<file path="src/rtl/alpha_muldiv.sv">
// Iterative multiply/divide unit (MULT/MULTU/DIV/DIVU) producing a HI:LO pair, one bit per cycle.
// Optional early termination is enabled by defining MULDIV_EARLY_OUT_EN.
module alpha_muldiv #(
  parameter int WIDTH = 32
) (
  input  logic             clk,
  input  logic             rst,
  input  logic             start,
  input  logic [1:0]       op,
  input  logic [WIDTH-1:0] src_a,
  input  logic [WIDTH-1:0] src_b,
  input  logic             cancel,
  output logic             busy,
  output logic             done,
  output logic             div_zero,
  output logic [WIDTH-1:0] hi,
  output logic [WIDTH-1:0] lo
);

  localparam int CW = $clog2(WIDTH + 1);

  localparam logic [1:0] S_IDLE = 2'd0;
  localparam logic [1:0] S_MUL  = 2'd1;
  localparam logic [1:0] S_DIV  = 2'd2;
  localparam logic [1:0] S_FIN  = 2'd3;

  logic [1:0]         state_q, state_d;
  logic [CW-1:0]      cnt_q, cnt_d;
  logic               neg_q, neg_d;
  logic               rneg_q, rneg_d;
  logic               bz_q, bz_d;
  logic [WIDTH-1:0]   a_raw_q, a_raw_d;
  logic [2*WIDTH-1:0] mcand_q, mcand_d;
  logic [WIDTH-1:0]   mplier_q, mplier_d;
  logic [2*WIDTH-1:0] acc_q, acc_d;
  logic [WIDTH-1:0]   rem_q, rem_d;
  logic [WIDTH-1:0]   quo_q, quo_d;
  logic [WIDTH-1:0]   dvsr_q, dvsr_d;
  logic [WIDTH-1:0]   hi_q, hi_d;
  logic [WIDTH-1:0]   lo_q, lo_d;
  logic               done_q, done_d;
  logic               div_zero_q, div_zero_d;

  logic               is_signed;
  logic [WIDTH-1:0]   a_mag, b_mag;
  logic [2*WIDTH-1:0] prod_fix;
  logic [WIDTH-1:0]   quo_fix, rem_fix;
  logic [WIDTH:0]     div_trial, div_diff;
  logic               cnt_last, mul_last, div_last;

  always_comb begin
    is_signed = ~op[0];
    a_mag     = (is_signed && src_a[WIDTH-1]) ? -src_a : src_a;
    b_mag     = (is_signed && src_b[WIDTH-1]) ? -src_b : src_b;

    prod_fix  = neg_q  ? -acc_q : acc_q;
    quo_fix   = neg_q  ? -quo_q : quo_q;
    rem_fix   = rneg_q ? -rem_q : rem_q;

    // Restoring step: partial remainder is always < divisor, so trial fits WIDTH+1 bits.
    div_trial = {rem_q, quo_q[WIDTH-1]};
    div_diff  = div_trial - {1'b0, dvsr_q};

    cnt_last  = (cnt_q == CW'(WIDTH));
`ifdef MULDIV_EARLY_OUT_EN
    mul_last  = cnt_last || (mplier_q == '0);
    div_last  = cnt_last || bz_q;
`else
    mul_last  = cnt_last;
    div_last  = cnt_last;
`endif
  end

  always_comb begin
    state_d    = state_q;
    cnt_d      = cnt_q;
    neg_d      = neg_q;
    rneg_d     = rneg_q;
    bz_d       = bz_q;
    a_raw_d    = a_raw_q;
    mcand_d    = mcand_q;
    mplier_d   = mplier_q;
    acc_d      = acc_q;
    rem_d      = rem_q;
    quo_d      = quo_q;
    dvsr_d     = dvsr_q;
    hi_d       = hi_q;
    lo_d       = lo_q;
    done_d     = 1'b0;
    div_zero_d = div_zero_q;

    case (state_q)
      S_IDLE: begin
        if (start) begin
          state_d  = op[1] ? S_DIV : S_MUL;
          cnt_d    = '0;
          neg_d    = is_signed & (src_a[WIDTH-1] ^ src_b[WIDTH-1]);
          rneg_d   = is_signed & src_a[WIDTH-1];
          bz_d     = (src_b == '0);
          a_raw_d  = src_a;
          mcand_d  = {{WIDTH{1'b0}}, a_mag};
          mplier_d = b_mag;
          acc_d    = '0;
          rem_d    = '0;
          quo_d    = a_mag;
          dvsr_d   = b_mag;
        end
      end

      S_MUL: begin
        if (cancel) begin
          state_d = S_IDLE;
        end else if (mul_last) begin
          state_d    = S_FIN;
          done_d     = 1'b1;
          hi_d       = prod_fix[2*WIDTH-1:WIDTH];
          lo_d       = prod_fix[WIDTH-1:0];
          div_zero_d = 1'b0;
        end else begin
          if (mplier_q[0]) acc_d = acc_q + mcand_q;
          mcand_d  = mcand_q << 1;
          mplier_d = mplier_q >> 1;
          cnt_d    = cnt_q + 1'b1;
        end
      end

      S_DIV: begin
        if (cancel) begin
          state_d = S_IDLE;
        end else if (div_last) begin
          state_d    = S_FIN;
          done_d     = 1'b1;
          div_zero_d = bz_q;
          if (bz_q) begin
            hi_d = a_raw_q;
            lo_d = '1;
          end else begin
            hi_d = rem_fix;
            lo_d = quo_fix;
          end
        end else begin
          if (!div_diff[WIDTH]) begin
            rem_d = div_diff[WIDTH-1:0];
            quo_d = {quo_q[WIDTH-2:0], 1'b1};
          end else begin
            rem_d = div_trial[WIDTH-1:0];
            quo_d = {quo_q[WIDTH-2:0], 1'b0};
          end
          cnt_d = cnt_q + 1'b1;
        end
      end

      S_FIN: begin
        state_d = S_IDLE;
      end

      default: begin
        state_d = S_IDLE;
      end
    endcase
  end

  always_ff @(posedge clk) begin
    if (!rst) begin
      state_q    <= S_IDLE;
      cnt_q      <= '0;
      neg_q      <= 1'b0;
      rneg_q     <= 1'b0;
      bz_q       <= 1'b0;
      a_raw_q    <= '0;
      mcand_q    <= '0;
      mplier_q   <= '0;
      acc_q      <= '0;
      rem_q      <= '0;
      quo_q      <= '0;
      dvsr_q     <= '0;
      hi_q       <= '0;
      lo_q       <= '0;
      done_q     <= 1'b0;
      div_zero_q <= 1'b0;
    end else begin
      state_q    <= state_d;
      cnt_q      <= cnt_d;
      neg_q      <= neg_d;
      rneg_q     <= rneg_d;
      bz_q       <= bz_d;
      a_raw_q    <= a_raw_d;
      mcand_q    <= mcand_d;
      mplier_q   <= mplier_d;
      acc_q      <= acc_d;
      rem_q      <= rem_d;
      quo_q      <= quo_d;
      dvsr_q     <= dvsr_d;
      hi_q       <= hi_d;
      lo_q       <= lo_d;
      done_q     <= done_d;
      div_zero_q <= div_zero_d;
    end
  end

  assign busy     = (state_q != S_IDLE);
  assign done     = done_q;
  assign div_zero = div_zero_q;
  assign hi       = hi_q;
  assign lo       = lo_q;

endmodule

</file>
<file path="config.mk">
export PLATFORM = sky130hd
export DESIGN_NAME = alpha_muldiv
export DESIGN_NICKNAME = d
export VERILOG_FILES = /design/src/rtl/alpha_muldiv.sv
export SDC_FILE = /design/constraint.sdc
export NUM_CORES = 1
export LEC_CHECK = 0
export BUFFER_PORTS_ARGS = -buffer_cell sky130_fd_sc_hd__buf_4
export CORE_UTILIZATION = 55
export CTS_BUF_LIST = sky130_fd_sc_hd__clkbuf_8 sky130_fd_sc_hd__clkbuf_16
export DETAILED_ROUTE_END_ITERATION = 8
export PLACE_DENSITY = 0.72
export SLEW_MARGIN = 20
export SYNTH_ARGS = -nofsm -noshare
export SYNTH_HDL_FRONTEND = slang
export SYNTH_SLANG_ARGS = --single-unit
export TNS_END_PERCENT = 10
</file>
<file path="constraint.sdc">
create_clock -name clk -period 4.8 [get_ports clk]
set_input_delay 0.24 -clock clk [delete_from_list [all_inputs] [get_ports clk]]
set_output_delay 0.24 -clock clk [all_outputs]
set_load 0.02 [all_outputs]
</file>
After elaboration in Yosys (flattened, before gate mapping)
Cells that the tools add are included.
{"block": "word_totals", "input_bits": 70, "reg_bits": 365, "out_inout_bits": 67, "word_cells": 118}
{"block": "classes", "add_sub_neg": 8, "n_mux": 55, "n_eq_ne": 15, "reduce_logical": 18, "n_bitwise": 6}
{"cell": "two-way mux 32 bit", "n": 24}
{"cell": "two-way mux 64 bit", "n": 8}
{"cell": "case mux 32 bit (2 select lines)", "n": 5}
{"cell": "case mux 64 bit (2 select lines)", "n": 2}
{"cell": "negator 32 bit", "n": 4}
{"cell": "adder 64 bit", "n": 1}
{"cell": "negator 64 bit", "n": 1}
{"cell": "subtractor 33 x 32 -> 33 bit", "n": 1}
{"cell": "zero test 32 bit", "n": 1}
{"cell": "!= test 2 bit (second input constant)", "n": 10}
{"cell": "two-way mux 6 bit", "n": 3}
{"cell": "case mux 6 bit (2 select lines)", "n": 1}
{"cell": "AND reduction 4 bit", "n": 3}
{"cell": "AND reduction 5 bit", "n": 2}
{"cell": "nonzero test 2 bit", "n": 5}
{"cell": "two-way mux 2 bit", "n": 4}
{"cell": "adder 6 x 1 -> 6 bit (second input constant)", "n": 1}
{"cell": "equality test 6 bit (second input constant)", "n": 1}
{"cell": "two-way mux 1 bit", "n": 6}
{"cell": "case mux 2 bit (3 select lines)", "n": 1}
{"cell": "equality test 2 bit (second input constant)", "n": 2}
{"cell": "AND reduction 2 bit", "n": 2}
{"cell": "!= test 3 x 1 -> 1 bit (second input constant)", "n": 1}
{"cell": "inverter 1 bit", "n": 3}
{"cell": "8 further kinds", "n": 10}

Logic depth before layout (Yosys ltp)
{"block": "logic_depth", "depth_word": 6, "ltp_mapped": 15, "depth_no_buf": 14}

Worst setup path before layout
OpenSTA, ideal clock, no wires.
{"block": "synth_path", "kind": "register -> register", "startpoint": "register acc_q[18]", "endpoint": "register hi_q[25] (netlist: hi[25])", "setup_slack_ps": 1118, "t_required_ps": 4671, "arrival_ps": 3553, "setup_time_ps": 129, "stages_incl_launch_ff": 13, "period_less_slack_ps": 3682, "n_path_buf": 1, "path_cell_list": "dfxtp_1 buf_6 or4_4 or4_4 or4_4 or3_4 or4_4 nor4_4 nand2_2 o31ai_2 xnor2_1 o211ai_2 a21oi_1"}
{"block": "synth_between", "elab_chain_len": 5}
{"element": "start, declared", "line_no": "35", "rtl": "logic [2*WIDTH-1:0] acc_q, acc_d;"}
{"element": "start signal, assigned", "line_no": "173", "rtl": "acc_q <= '0;"}
{"element": "start signal, assigned", "line_no": "190", "rtl": "acc_q <= acc_d;"}
{"element": "negator 64 bit", "line_no": "56", "rtl": "prod_fix = neg_q ? -acc_q : acc_q;"}
{"element": "two-way mux 64 bit", "line_no": "56"}
{"element": "two-way mux 32 bit", "line_no": "113", "rtl": "end else if (mul_last) begin"}
{"element": "two-way mux 32 bit", "line_no": "111", "rtl": "if (cancel) begin"}
{"element": "case mux 32 bit (2 select lines)", "line_no": "92", "rtl": "case (state_q)"}
{"element": "end signal, assigned", "line_no": "194", "rtl": "hi_q <= hi_d;"}
{"element": "end, declared", "line_no": "39", "rtl": "logic [WIDTH-1:0] hi_q, hi_d;"}
Every way passes these cells. The select of a mux whose other input is x is not followed.
A chain may end at the register's enable or synchronous reset.

Worst setup path in the final report
{"block": "layout_path", "startpoint": "register acc_q[0]", "endpoint": "register acc_q[62]"}
{"block": "layout_between", "elab_chain_len": 5}
{"element": "adder 64 bit", "line_no": "120", "rtl": "if (mplier_q[0]) acc_d = acc_q + mcand_q;"}
{"element": "two-way mux 64 bit", "line_no": "120"}
{"element": "two-way mux 64 bit", "line_no": "113"}
{"element": "two-way mux 64 bit", "line_no": "111"}
{"element": "case mux 64 bit (2 select lines)", "line_no": "92"}
Every way passes these cells. The select of a mux whose other input is x is not followed.

==> implementation parameters <==
Parameter                              Value

Logic synthesis
  Adder and majority gate portion of the synthesized area ... 5.710%
  Netlist Area Pre-Place ... 0.02371 sq mm
  Sequential element share of the synthesized area ... 30.82%
  Synth Register Bits ... 365
  Post-synthesis xor/xnor area fraction ... 8.533%
  Synthesized area per cell ... 7.527 sq um
  Share of synthesized flip-flops with an asynchronous set or reset ... 0%
  Yosys warns ... 0
  Compound-Gate Fraction of Synth Area ... 26.42%
  Main combinational cell family by area after synthesis ... compound AO/OA/AOI/OAI gates
  Post-synthesis net count ... 3327
  Count of distinct cell types in the synthesized netlist ... 82
  Mux share of post-synthesis cell area ... 2.581%
  Ys flop type ... sky130_fd_sc_hd__dfxtp_1
  Gate Count Post-Synth ... 3150
  Number of enable-type register cells in the synthesized netlist ... 0
  Area share of and/or/nand/nor cells after synthesis ... 20.69%

Timing
  Maximum clock skew at final layout ... 0.01511 ns
  Fmax ... 0.2270 GHz
  Worst-Margin Slew ... 1.129 ns
  Slew Viols, Final ... 0
  Setup repair after global routing missed its margin ... false
  Number of hold-slack violations in the final timing report ... 0
  Post-route clock period utilization ... 91.79%
  Total negative slack for setup checks ... 0 ns
  Period minus WS final ... 4.406 ns
  Final setup violation count ... 0
  Worst rel slew slack ... 23.80%

Routing
  Average wire length per cell after detail routing ... 20.99 microns
  Remaining antenna violation count after routing ... 0
  Remaining DRCs ... 0
  Number of DRC markers in iteration 0 ... 2352
  Vias per Instance ... 6.343
  Wire length after detailed routing ... 79100 microns
  Total via count in the routed design ... 23910
  Number of optimization iterations in the first detailed-route pass ... 5

Place
  Placement Cell Area ... 0.02490 sq mm
  Final estimated routing congestion in global placement ... 0.9577
  IO Port Bufs ... 136
  Post-DP HPWL ... 57480 microns

Worst setup path
  Signal arrival time at the worst endpoint ... 4.87 ns
  WS Path Type ... register to register
  Worst R2R End ... acc_q[62]
  Worst endpoint required time ... 5.26 ns
  Startpoint of the worst-slack reg-to-reg timing path ... acc_q[0]
  Worst Reg-to-Reg Cells ... 14
  Maximum fanout encountered on the critical timing path ... 5
  Category of the worst setup path capture point ... register
  CP startpoint kind ... register
  Register-to-register setup slack ... 0.39 ns

Final layout
  Cell area after layout ... 0.02660 sq mm
  Share of post-route cells with drive strength above 1 ... 9.567%
  Number of antenna cells inserted ... 0
  Leading cell types in the layout, fill and taps excluded ... 507 x sky130_fd_sc_hd__nand2_1, 363 x sky130_fd_sc_hd__dfxtp_1, 333 x sky130_fd_sc_hd__a21oi_1
  Leading cell type in the layout, fill and taps excluded ... sky130_fd_sc_hd__nand2_1
  Final-stage net count ... 3377
  Fillers ... 3870
  Area Overhead vs Synth ... 12.20%

Die
  Effective utilization at floorplan ... 56.15%
  Area of the core ... 0.04223 sq mm
  Die extent in y ... 209.6 microns
  Site Rows ... 75
  I/O Pins ... 137
  Die area ... 0.04394 sq mm
  Die width ... 209.6 microns

Global routing
  Total congestion overflow after global routing ... 0
  Antenna violations before repair ... 1
  Pin count of the biggest net entering global routing ... 88
  Global-route usage over all layers ... 35.21%
  Number of global-route vias before repair ... 21920
  Wire length of the first global-routing pass ... 123100 microns

CTS
  Sinks on Clock Net ... 365
  Post-CTS setup buffer count ... 0
  CTS Hold Buffers Added ... 34
  Clock tree from TritonCTS ... done
  Clock transition at the registers of the reported paths ... 0.06 ns
  Clock latency of the later-clocked register in the worst-skew pair ... 0.58 ns
  CTS H-tree depth ... 2
  Quantity of gates resized following cts ... 0
  Maximum count of clock buffers along a single path ... 3
  Clock root buffer ... sky130_fd_sc_hd__clkbuf_16
  Number of buffers added by the clock tree synthesis step ... 42

Status
  Outcome ... finished clean

Worst hold path
  Worst hold start ... op[1]
  Worst hold endpoint ... state_q[1]
  Hold Crit Depth ... 3
  Hold/Removal Path Class ... primary input to register

Power
  Total power consumption of the routed design ... 12.33 mW
  PD cells ... 463.4 mW/mm^2
  Leakage dissipation ... 10.62 nW
  Worst VDD drop ... 0.9311 mV

Flow run
  Count of max-cap constraint violations ... 0
[power breakdown]
group / switching, mW / leakage (nW) / internal (mW)
registers: 0.393 / 2.97 / 3.47
clock network: 1.34 / 0.701 / 1.86
logic: 3.61 / 6.95 / 1.66
[synthesized netlist by cell type, types with 6 or more instances]
cell type                    n  area share (%)
sky130_fd_sc_hd__o211ai_1   85             2.7
sky130_fd_sc_hd__or4_1      22            0.70
sky130_fd_sc_hd__a22oi_1    21            0.66
sky130_fd_sc_hd__nor3_1     53             1.1
sky130_fd_sc_hd__nor2b_1    20            0.53
sky130_fd_sc_hd__or2_2      12            0.32
sky130_fd_sc_hd__nand4_1    22            0.58
sky130_fd_sc_hd__o41ai_1    23            0.85
sky130_fd_sc_hd__o311ai_0    7            0.26
sky130_fd_sc_hd__a21o_1     45             1.4
sky130_fd_sc_hd__a21oi_1   334             7.1
sky130_fd_sc_hd__a31oi_1    30            0.79
sky130_fd_sc_hd__a311oi_1    9            0.33
sky130_fd_sc_hd__a32oi_1     7            0.26
sky130_fd_sc_hd__a211oi_1   53             1.7
sky130_fd_sc_hd__nand2_1   507             8.0
sky130_fd_sc_hd__dfxtp_1   365              31
sky130_fd_sc_hd__o21bai_1   14            0.44
sky130_fd_sc_hd__mux2i_1    51             2.2
sky130_fd_sc_hd__nor3b_1     7            0.22
sky130_fd_sc_hd__o21ai_0   228             4.8
sky130_fd_sc_hd__or3_1      19            0.50
sky130_fd_sc_hd__a221oi_1   17            0.63
sky130_fd_sc_hd__o21a_1     16            0.51
sky130_fd_sc_hd__ha_1      105             5.5
sky130_fd_sc_hd__or4_4       6            0.28
sky130_fd_sc_hd__nor4_1     29            0.77
sky130_fd_sc_hd__and3_1     11            0.29
sky130_fd_sc_hd__o22ai_1     7            0.18
sky130_fd_sc_hd__and2_1     18            0.47
sky130_fd_sc_hd__xor2_1     81             3.0
sky130_fd_sc_hd__o31ai_1    32             1.0
sky130_fd_sc_hd__buf_1      20            0.32
sky130_fd_sc_hd__o31a_1      6            0.22
sky130_fd_sc_hd__a22o_1     10            0.37
sky130_fd_sc_hd__nand2b_1   29            0.77
sky130_fd_sc_hd__nand3_1    83             1.8
sky130_fd_sc_hd__inv_1      86             1.4
sky130_fd_sc_hd__nor2_1    241             3.8
sky130_fd_sc_hd__clkbuf_8    8            0.46
sky130_fd_sc_hd__clkbuf_1  165             2.6
sky130_fd_sc_hd__o221ai_1   12            0.44
sky130_fd_sc_hd__xnor2_1   150             5.5
sky130_fd_sc_hd__mux2_2      7            0.33
[through the flow]
step	std cells	hold WS (ns)	utilization, %	worst slack (ns)
finish	3769	0.03488	63.00	0.3941
global route	3769	0.06445	63.00	0.1090
CTS	3769	0.02511	62.98	0.4668
detailed placement	3661	0.4436	58.96	0.5081
global placement	3661	0.4383	58.96	0.5535
floorplan	3150	0.3187	-	1.118
[worst max-delay path: stages (launching register included)]
cell and delay, ns:
sky130_fd_sc_hd__dfxtp_1 0.39, sky130_fd_sc_hd__ha_1 0.24, sky130_fd_sc_hd__inv_1 0.08, sky130_fd_sc_hd__fa_1 0.40, sky130_fd_sc_hd__nand2b_1 0.19, sky130_fd_sc_hd__a21oi_1 0.26, sky130_fd_sc_hd__a21oi_1 0.17, sky130_fd_sc_hd__o21ai_0 0.39
sky130_fd_sc_hd__a311oi_1 0.39, sky130_fd_sc_hd__o21a_1 0.36, sky130_fd_sc_hd__o21ai_0 0.43, sky130_fd_sc_hd__a41oi_1 0.23, sky130_fd_sc_hd__o41ai_1 0.43, sky130_fd_sc_hd__xor2_1 0.12, sky130_fd_sc_hd__a22o_1 0.21
[metal layers]
layer  GRT usage (%)  vias to the layer above  part of all wire, %
met5               0                        -                    0
met4           13.21                        0                  3.3
met3           4.863                      150                  7.9
met2           56.57                      993                   45
met1           47.97                    11380                   44
li1                -                    11390                    -
[flip-flops by register name, summed over array words and instances, names as in the netlist, 2 cells and up]
signal,count
cnt_q,6
quo_q,32
a_raw_q,32
mplier_q,32
state_q,2
hi,32
rem_q,32
acc_q,64
dvsr_q,32
mcand_q,64
lo,32
[worst max path at each step]
stage,depth (start not counted),to,startpoint
floorplan,12,hi[25],acc_q[18]
detailed placement,14,acc_q[62],acc_q[0]
finish,14,acc_q[62],acc_q[0]
global placement,14,acc_q[62],acc_q[0]
global route,14,acc_q[62],acc_q[0]
CTS,14,acc_q[62],acc_q[0]
[layout make-up]
cell class / count / area [sq um] / share of cell area, %
Clock buffer: 51 / 1186 / 4.459
Multi-Input combinational cell: 2491 / 15220 / 57.20
Timing Repair Buffer: 213 / 1709 / 6.425
Inverter: 87 / 334.1 / 1.256
Sequential cell: 365 / 7310 / 27.48
Tap cell: 539 / 674.4 / 2.535
Clock inverter: 23 / 172.7 / 0.6491
[cell families after synthesis]
kind of cell / count (synthesis)
simple gates: 1093
xor+xnor: 231
fa+ha+maj: 107
mux: 59
flops: 365
compound gates: 1001
buf+inv: 294
(Power assumes the default switching activity.)
